### src/rtl/word_char_unpacker_if.sv
// Word-in / character-out handshake bundle for word_char_unpacker.
// slave = unpacker view, master = processor/sink view.
interface word_char_unpacker_if #(
  parameter int WORD_WIDTH = 32,
  parameter int CHAR_WIDTH = 8
);
  localparam int NUM_CHARS = WORD_WIDTH / CHAR_WIDTH;
  localparam int IDX_W     = (NUM_CHARS > 1) ? $clog2(NUM_CHARS) : 1;

  logic [WORD_WIDTH-1:0] word_in;
  logic                  word_valid;
  logic                  word_ready;
  logic [CHAR_WIDTH-1:0] char_out;
  logic                  char_valid;
  logic                  char_ready;
  logic                  last_char;
  logic [IDX_W-1:0]      char_index;
  logic                  busy;

  modport slave (
    input  word_in, word_valid, char_ready,
    output word_ready, char_out, char_valid, last_char, char_index, busy
  );

  modport master (
    output word_in, word_valid, char_ready,
    input  word_ready, char_out, char_valid, last_char, char_index, busy
  );
endinterface

### src/rtl/word_char_unpacker.sv
// Unpacks a packed word into characters, LSB first, with valid/ready on both sides.
// Optional UNPACK_NULL_TERM_EN: 0x00 terminates the string and is never emitted.
module word_char_unpacker #(
  parameter int WORD_WIDTH = 32,
  parameter int CHAR_WIDTH = 8
) (
  input  logic                 clock,
  input  logic                 reset,
  word_char_unpacker_if.slave  bus
);
  localparam int NUM_CHARS = WORD_WIDTH / CHAR_WIDTH;
  localparam int IDX_W     = (NUM_CHARS > 1) ? $clog2(NUM_CHARS) : 1;

  typedef enum logic {S_IDLE, S_EMIT} state_t;

  state_t                r_state, w_state_next;
  logic [WORD_WIDTH-1:0] r_shift, w_shift_next;
  logic [IDX_W-1:0]      r_index, w_index_next;

  logic w_emit;
  logic w_word_ready;
  logic w_accept;
  logic w_load;
  logic w_last_idx;
  logic w_last;

  assign w_emit       = (r_state == S_EMIT);
  assign w_word_ready = (r_state == S_IDLE) && !reset;
  assign w_accept     = bus.word_valid && w_word_ready;
  assign w_last_idx   = (r_index == IDX_W'(NUM_CHARS - 1));

`ifdef UNPACK_NULL_TERM_EN
  logic [CHAR_WIDTH-1:0] w_next_byte;
  assign w_next_byte = CHAR_WIDTH'(r_shift >> CHAR_WIDTH);
  // A word starting with a terminator is an empty string: swallow it.
  assign w_load      = w_accept && (bus.word_in[CHAR_WIDTH-1:0] != '0);
  assign w_last      = w_emit && (w_last_idx || (w_next_byte == '0));
`else
  assign w_load      = w_accept;
  assign w_last      = w_emit && w_last_idx;
`endif

  always_ff @(posedge clock or posedge reset) begin
    if (reset) begin
      r_state <= S_IDLE;
      r_shift <= '0;
      r_index <= '0;
    end else begin
      r_state <= w_state_next;
      r_shift <= w_shift_next;
      r_index <= w_index_next;
    end
  end

  always_comb begin
    w_state_next = r_state;
    w_shift_next = r_shift;
    w_index_next = r_index;
    case (r_state)
      S_IDLE: begin
        if (w_load) begin
          w_state_next = S_EMIT;
          w_shift_next = bus.word_in;
          w_index_next = '0;
        end
      end
      S_EMIT: begin
        if (bus.char_ready) begin
          if (w_last) begin
            w_state_next = S_IDLE;
            w_shift_next = '0;
            w_index_next = '0;
          end else begin
            w_shift_next = r_shift >> CHAR_WIDTH;
            w_index_next = r_index + IDX_W'(1);
          end
        end
      end
      default: w_state_next = S_IDLE;
    endcase
  end

  assign bus.word_ready = w_word_ready;
  assign bus.char_valid = w_emit;
  assign bus.char_out   = w_emit ? r_shift[CHAR_WIDTH-1:0] : '0;
  assign bus.last_char  = w_last;
  assign bus.char_index = r_index;
  assign bus.busy       = w_emit;
endmodule

### src/flat_wrapper.sv
// flat-port wrapper written by rule: the top's interface ports become plain ports
module word_char_unpacker_flat 
#(
  parameter int WORD_WIDTH = 32,
  parameter int CHAR_WIDTH = 8
)
  (clock, reset, bus_word_in, bus_word_valid, bus_char_ready, bus_word_ready, bus_char_out, bus_char_valid, bus_last_char, bus_char_index, bus_busy);
  word_char_unpacker_if #(.WORD_WIDTH(WORD_WIDTH), .CHAR_WIDTH(CHAR_WIDTH)) bus_i ();
  input  logic clock;
  input  logic reset;
  input wire logic [$bits(bus_i.word_in)-1:0] bus_word_in;
  input wire logic [$bits(bus_i.word_valid)-1:0] bus_word_valid;
  input wire logic [$bits(bus_i.char_ready)-1:0] bus_char_ready;
  output wire logic [$bits(bus_i.word_ready)-1:0] bus_word_ready;
  output wire logic [$bits(bus_i.char_out)-1:0] bus_char_out;
  output wire logic [$bits(bus_i.char_valid)-1:0] bus_char_valid;
  output wire logic [$bits(bus_i.last_char)-1:0] bus_last_char;
  output wire logic [$bits(bus_i.char_index)-1:0] bus_char_index;
  output wire logic [$bits(bus_i.busy)-1:0] bus_busy;
  assign bus_i.word_in = bus_word_in;
  assign bus_i.word_valid = bus_word_valid;
  assign bus_i.char_ready = bus_char_ready;
  assign bus_word_ready = bus_i.word_ready;
  assign bus_char_out = bus_i.char_out;
  assign bus_char_valid = bus_i.char_valid;
  assign bus_last_char = bus_i.last_char;
  assign bus_char_index = bus_i.char_index;
  assign bus_busy = bus_i.busy;
  word_char_unpacker #(.WORD_WIDTH(WORD_WIDTH), .CHAR_WIDTH(CHAR_WIDTH)) u_core (.clock(clock), .reset(reset), .bus(bus_i));
endmodule
### config.mk
export PLATFORM = sky130hd
export DESIGN_NAME = word_char_unpacker_flat
export DESIGN_NICKNAME = d
export VERILOG_FILES = /design/src/rtl/word_char_unpacker_if.sv /design/src/rtl/word_char_unpacker.sv /design/src/flat_wrapper.sv
export SDC_FILE = /design/constraint.sdc
export NUM_CORES = 1
export LEC_CHECK = 0
export ABC_CLOCK_PERIOD_IN_PS = 1400
export CAP_MARGIN = 20
export CORE_MARGIN = 5
export CORE_UTILIZATION = 42
export DETAILED_ROUTE_END_ITERATION = 6
export PLACE_DENSITY = 0.82
export SLEW_MARGIN = 10
export SYNTH_ARGS = -nofsm -noshare
export SYNTH_HDL_FRONTEND = slang
export SYNTH_SLANG_ARGS = --single-unit
### constraint.sdc
create_clock -name clock -period 1.4 [get_ports clock]
set_input_delay 0.21 -clock clock [delete_from_list [all_inputs] [get_ports clock]]
set_output_delay 0.21 -clock clock [all_outputs]
set_load 0.005 [all_outputs]
## Word level (Yosys, flattened, before mapping)

Cells that the tools add are included.

- $add $sub $neg: 1
- Equal/unequal tests: 3
- Mux-type cells: 13
- Bitwise gates (word level): 1
- Reductions and logical operators: 5

Operators by type and width:

| cell | count |
|---|---|
| two-way mux 32 bit | 2 |
| case mux 32 bit (2 select lines) | 1 |
| two-way mux 24 bit | 1 |
| two-way mux 8 bit | 1 |
| two-way mux 2 bit | 3 |
| case mux 2 bit (2 select lines) | 1 |
| logical AND 1 bit | 3 |
| two-way mux 1 bit | 3 |
| adder 2 x 1 -> 2 bit, second input constant | 1 |
| equality test 2 bit, second input constant | 1 |
| inequality test 2 x 1 -> 1 bit, second input constant | 1 |
| inequality test 2 bit, second input constant | 1 |
| case mux 1 bit (2 select lines) | 1 |
| AND reduction 2 bit | 1 |
| logical NOT 1 bit | 1 |
| inverter 1 bit | 1 |

- Register bits after elaboration: 35
- Word-level logic and storage cells: 26

## Logic depth before layout (Yosys ltp)

- Word-level depth: 5
- Depth in mapped cells: 5
- Depth with buffers taken out: 4

## Worst setup path before layout

Ideal clock, no wire load.

- Path kind: flip-flop to flip-flop
- From: register u_core.r_state, in the netlist u_core.bus.busy
- To: register u_core.r_shift[4]
- Setup time: 0.123 ns
- Data arrival time: 1.327 ns
- Path slack: -0.050 ns
- Cell stages (with the launch flop): 5
- Buffers on the path: 2
- Clock period less this slack: 1.450 ns
- Cell sequence: dfrtp_1 or3b_1 buf_6 buf_6 o221a_1

- Word-level cells in the longest chain between the ends: 5

RTL lines:

| item | line | text |
|---|---|---|
| from (decl) | word_char_unpacker.sv:16 | `state_t r_state, w_state_next;` |
| from (signal assigned) | word_char_unpacker.sv:49 | `r_state <= w_state_next;` |
| inverter 1 bit | word_char_unpacker.sv:28, word_char_unpacker.sv:59 |  |
| logical AND 1 bit | word_char_unpacker.sv:28 | `assign w_word_ready = (r_state == S_IDLE) && !reset;` |
| logical AND 1 bit | word_char_unpacker.sv:29 | `assign w_accept = bus.word_valid && w_word_ready;` |
| inequality test 2 x 1 -> 1 bit (no source line) | - |  |
| AND reduction 2 bit (no source line) | - |  |
| to (signal assigned) | word_char_unpacker.sv:50 | `r_shift <= w_shift_next;` |
| to (decl) | word_char_unpacker.sv:17 | `logic [WORD_WIDTH-1:0] r_shift, w_shift_next;` |

Parallel ways exist; a longest one is shown, timed or not. The select of a mux whose other input is x is not followed.
A chain may end at the register's enable or synchronous reset.

## Worst setup path after layout

- From: register u_core.r_state, in the netlist u_core.bus.busy
- To: register u_core.r_shift[7]

The elaborated chain is that of the path after synthesis.

==> key figures <==
Outcome
  – Status: complete, but fails checks
  – Violated checks: setup timing

Die
  – Die Y: 73.8 µm
  – Die X-Extent: 73.8 µm
  – # rows: 23
  – Die area: 0.00544 mm²
  – Core area: about 0.0040 mm²
  – Io pins: 50
  – Initial Util: between 40% and 50%

Yosys
  – Flops & latches, synth: 35
  – Syn. warnings: 0
  – Syn_nets: 200
  – Sequential element share of the synthesized area: 51.2%
  – Syn Area/Cell: 10.5 µm²
  – Netlist Area Pre-Place: around 0.0017 mm²
  – Cells after Synth: between 150 and 200
  – Netlist cell types: 23

Clock tree
  – Total CTS buffers: 5
  – Clk pin slew, worst setup/hold paths: 0.07 ns
  – H-tree depth: 2
  – CTS tree: done
  – Root Buffer: clkbuf_8
  – Hold Buf Count CTS: 0
  – CTS Sinks: 35
  – Worst skew pair latency: 0.29 ns
  – CTS Buffer Depth: 2

Power and ir drop
  – Power density over cell area: about 1900 mW/mm²
  – Clock power frac: 16.7%
  – Leak: 1.10 nW
  – NetSw: approximately 1.5 mW
  – Pint: 3.27 mW
  – Peak VDD IR: 0.000769 V
  – Sw frac: 31.7%
  – Sequential power share: 35.1%
  – Combinational power share: 48.2%

Hold path
  – Hold crit path type: input port to asynchronous set/reset pin

STA
  – Setup TNS: -3.35 ns
  – Post-route setup slack: -0.154 ns
  – Clock Skew: around 0.0032 ns
  – Final hold slack: 0.448 ns
  – Post-route clock period utilization: 111%
  – Final Hold Viols: 0
  – Max Freq: between 600 and 700 MHz
  – Slew Limit Headroom: a little over four fifths
  – Least-Margin Pin Slew: 0.247 ns
  – # setup viols final: 33
  – Slew Viols, Final: 0
  – RSZ-0062 raised after global routing: true
  – Min Tclk post-route: 1.55 ns

Layout
  – Fin cells: 278
  – Fin nets: 264
  – Final cell utilization of the core: 63.7%
  – Layout cell share with drive strength beyond 1: 25.9%
  – # fillers: 326
  – Area grow syn2layout: 48.0%
  – Antenna Cells: 0

Run
  – Max_cap viols: 0

Global route
  – Total grt overflow: 0
  – Vias in the first global route: 1,405
  – Pin count of the biggest net entering global routing: 37
  – First-pass GRT wire length: 6.64 mm
  – GR Util All Layers: between 10% and 20%
  – Initial antenna violation count: 0

Setup path
  – WP data arrival: between 1.5 and 2 ns
  – Setup CP Type: flop to flop
  – Startpoint Class: flop
  – CP Capture Type: flop
  – CP required: 1.57 ns
  – CP Max Fanout: 37

Detailed routing
  – Vias per cell: 5.11
  – DR WL/cell: 14.5 µm
  – Post-Route WL: 4.02 mm
  – DRC Markers: 0
  – Total number of vias: between 1,000 and 1,500
  – Antenna viol nets, final: 0
  – Initial DRC count: 67
  – Detailed-router iteration count before antenna repair: 4

Place
  – Inst Count DP: approximately 260
  – DP HPWL: 2.64 mm
  – Placer congestion estimate: about 0.77
  – IO buf count: 49
  – Pre-CTS setup slack: -0.277 ns
==> cell usage in the layout, fill, tap and decap left out, drive strengths merged, types with 2 or more instances in the layout <==
cell type,synthesis,layout
a31oi,8,8
o21ai,16,16
nand3,2,2
dlygate4sd2,0,5
and2,10,10
o221a,16,16
clkdlybuf4s50,0,35
buf,10,31
clkbuf,5,8
o22ai,8,8
nor2b,8,8
o31ai,9,9
inv,17,17
dfrtp,35,35
nand2,14,15
==> critical path, stage by stage (launching register included) <==
cell,delay (ns)
dfrtp_2,0.46
buf_6,0.13
or3b_4,0.37
buf_12,0.19
o221a_2,0.28
==> sequential cells by signal (all words and copies together) (netlist names) <==
signal	count
u_core.bus.char_index	2
u_core.bus.busy	1
u_core.r_shift	32
==> power groups by stage <==
stage               Combinational [mW]  Sequential [mW]  Clock (mW)
finish                            2.31             1.68       0.799
CTS                               2.05             1.67       0.809
detailed placement                2.05             1.67           0
floorplan                         1.23             1.62           0
global route                      2.57             1.73       0.867
global placement                  1.98             1.65           0
==> path summary, 6_finish.rpt <==
kind | start | end | slack (ns) | cells past startpoint
max | u_core.bus.busy | u_core.r_shift[7] | -0.15 | 4
min | reset | u_core.bus.busy | 0.45 | 4
max reg2reg | u_core.bus.busy | u_core.r_shift[7] | -0.15 | 4
min reg2reg | u_core.r_shift[11] | u_core.r_shift[11] | 0.52 | 2
max in group asynchronous | reset | u_core.bus.busy | 0.77 | 4
min in group clock | bus_word_in[31] | u_core.r_shift[31] | 0.46 | 3
==> stage by stage <==
step           power [mW]  instance area (µm²)
3_3_place_gp         3.63                 2310
3_5_place_dp         3.72                 2310
4_1_cts              4.53                 2430
6_report             4.79                 2530
2_1_floorplan        2.85                 1710
5_1_grt              5.17                 2530
==> layout make-up <==
| type | count | area (µm²) | share of cell area (%) |
|---|---|---|---|
| Sequential cell | 35 | 877 | 34.7 |
| Tap cell | 50 | 62.6 | 2.47 |
| Multi-Input combinational cell | 97 | 727 | 28.7 |
| Clock buffer | 8 | 100 | 3.96 |
| Inverter | 17 | 63.8 | 2.52 |
| Timing Repair Buffer | 71 | 699 | 27.6 |
==> kinds of logic (layout without fill, tap and decap cells) <==
group,count (synthesis),count (layout),share of synthesized area [%]
AO/OA/AOI/OAI,57,57,25.0
AND/OR/NAND/NOR,38,39,13.1
flip-flops,35,35,51.2
buffers and inverters,32,96,9.88
adder cells (fa/ha/maj),1,1,0.732
==> layer usage <==
layer	wire length, µm	up-vias	global-route usage, %
li1	-	709	-
met2	2020	36	26.6
met4	57	0	6.04
met3	294	6	5.75
met5	0	-	0
met1	1650	669	20.0
==> cell usage after synthesis, drive strengths merged <==
cell / instances / area share [%]
a31oi: 8 / 2.9
clkbuf: 5 / 1.1
nor2: 1 / 0.22
and2: 10 / 3.7
nand3: 2 / 0.59
nand2: 14 / 4.0
nand3b: 1 / 0.44
buf: 10 / 5.1
nor3b: 1 / 0.73
dfrtp: 35 / 51
o21ai: 16 / 4.7
or3b: 1 / 0.51
o221a: 16 / 11
inv: 17 / 3.7
o31ai: 9 / 4.0
nor2b: 8 / 2.9
ha: 1 / 0.73
o22ai: 8 / 2.9
==> what timing repair did <==
action	4_1_cts	5_1_grt
gates cloned	1	2
endpoints found under the hold margin	0	0
gates resized for setup	48	23
buffers inserted	5	0
pin swaps	2	2
setup endpoints to repair	30	43
Power figures use the tool's default switching activity.
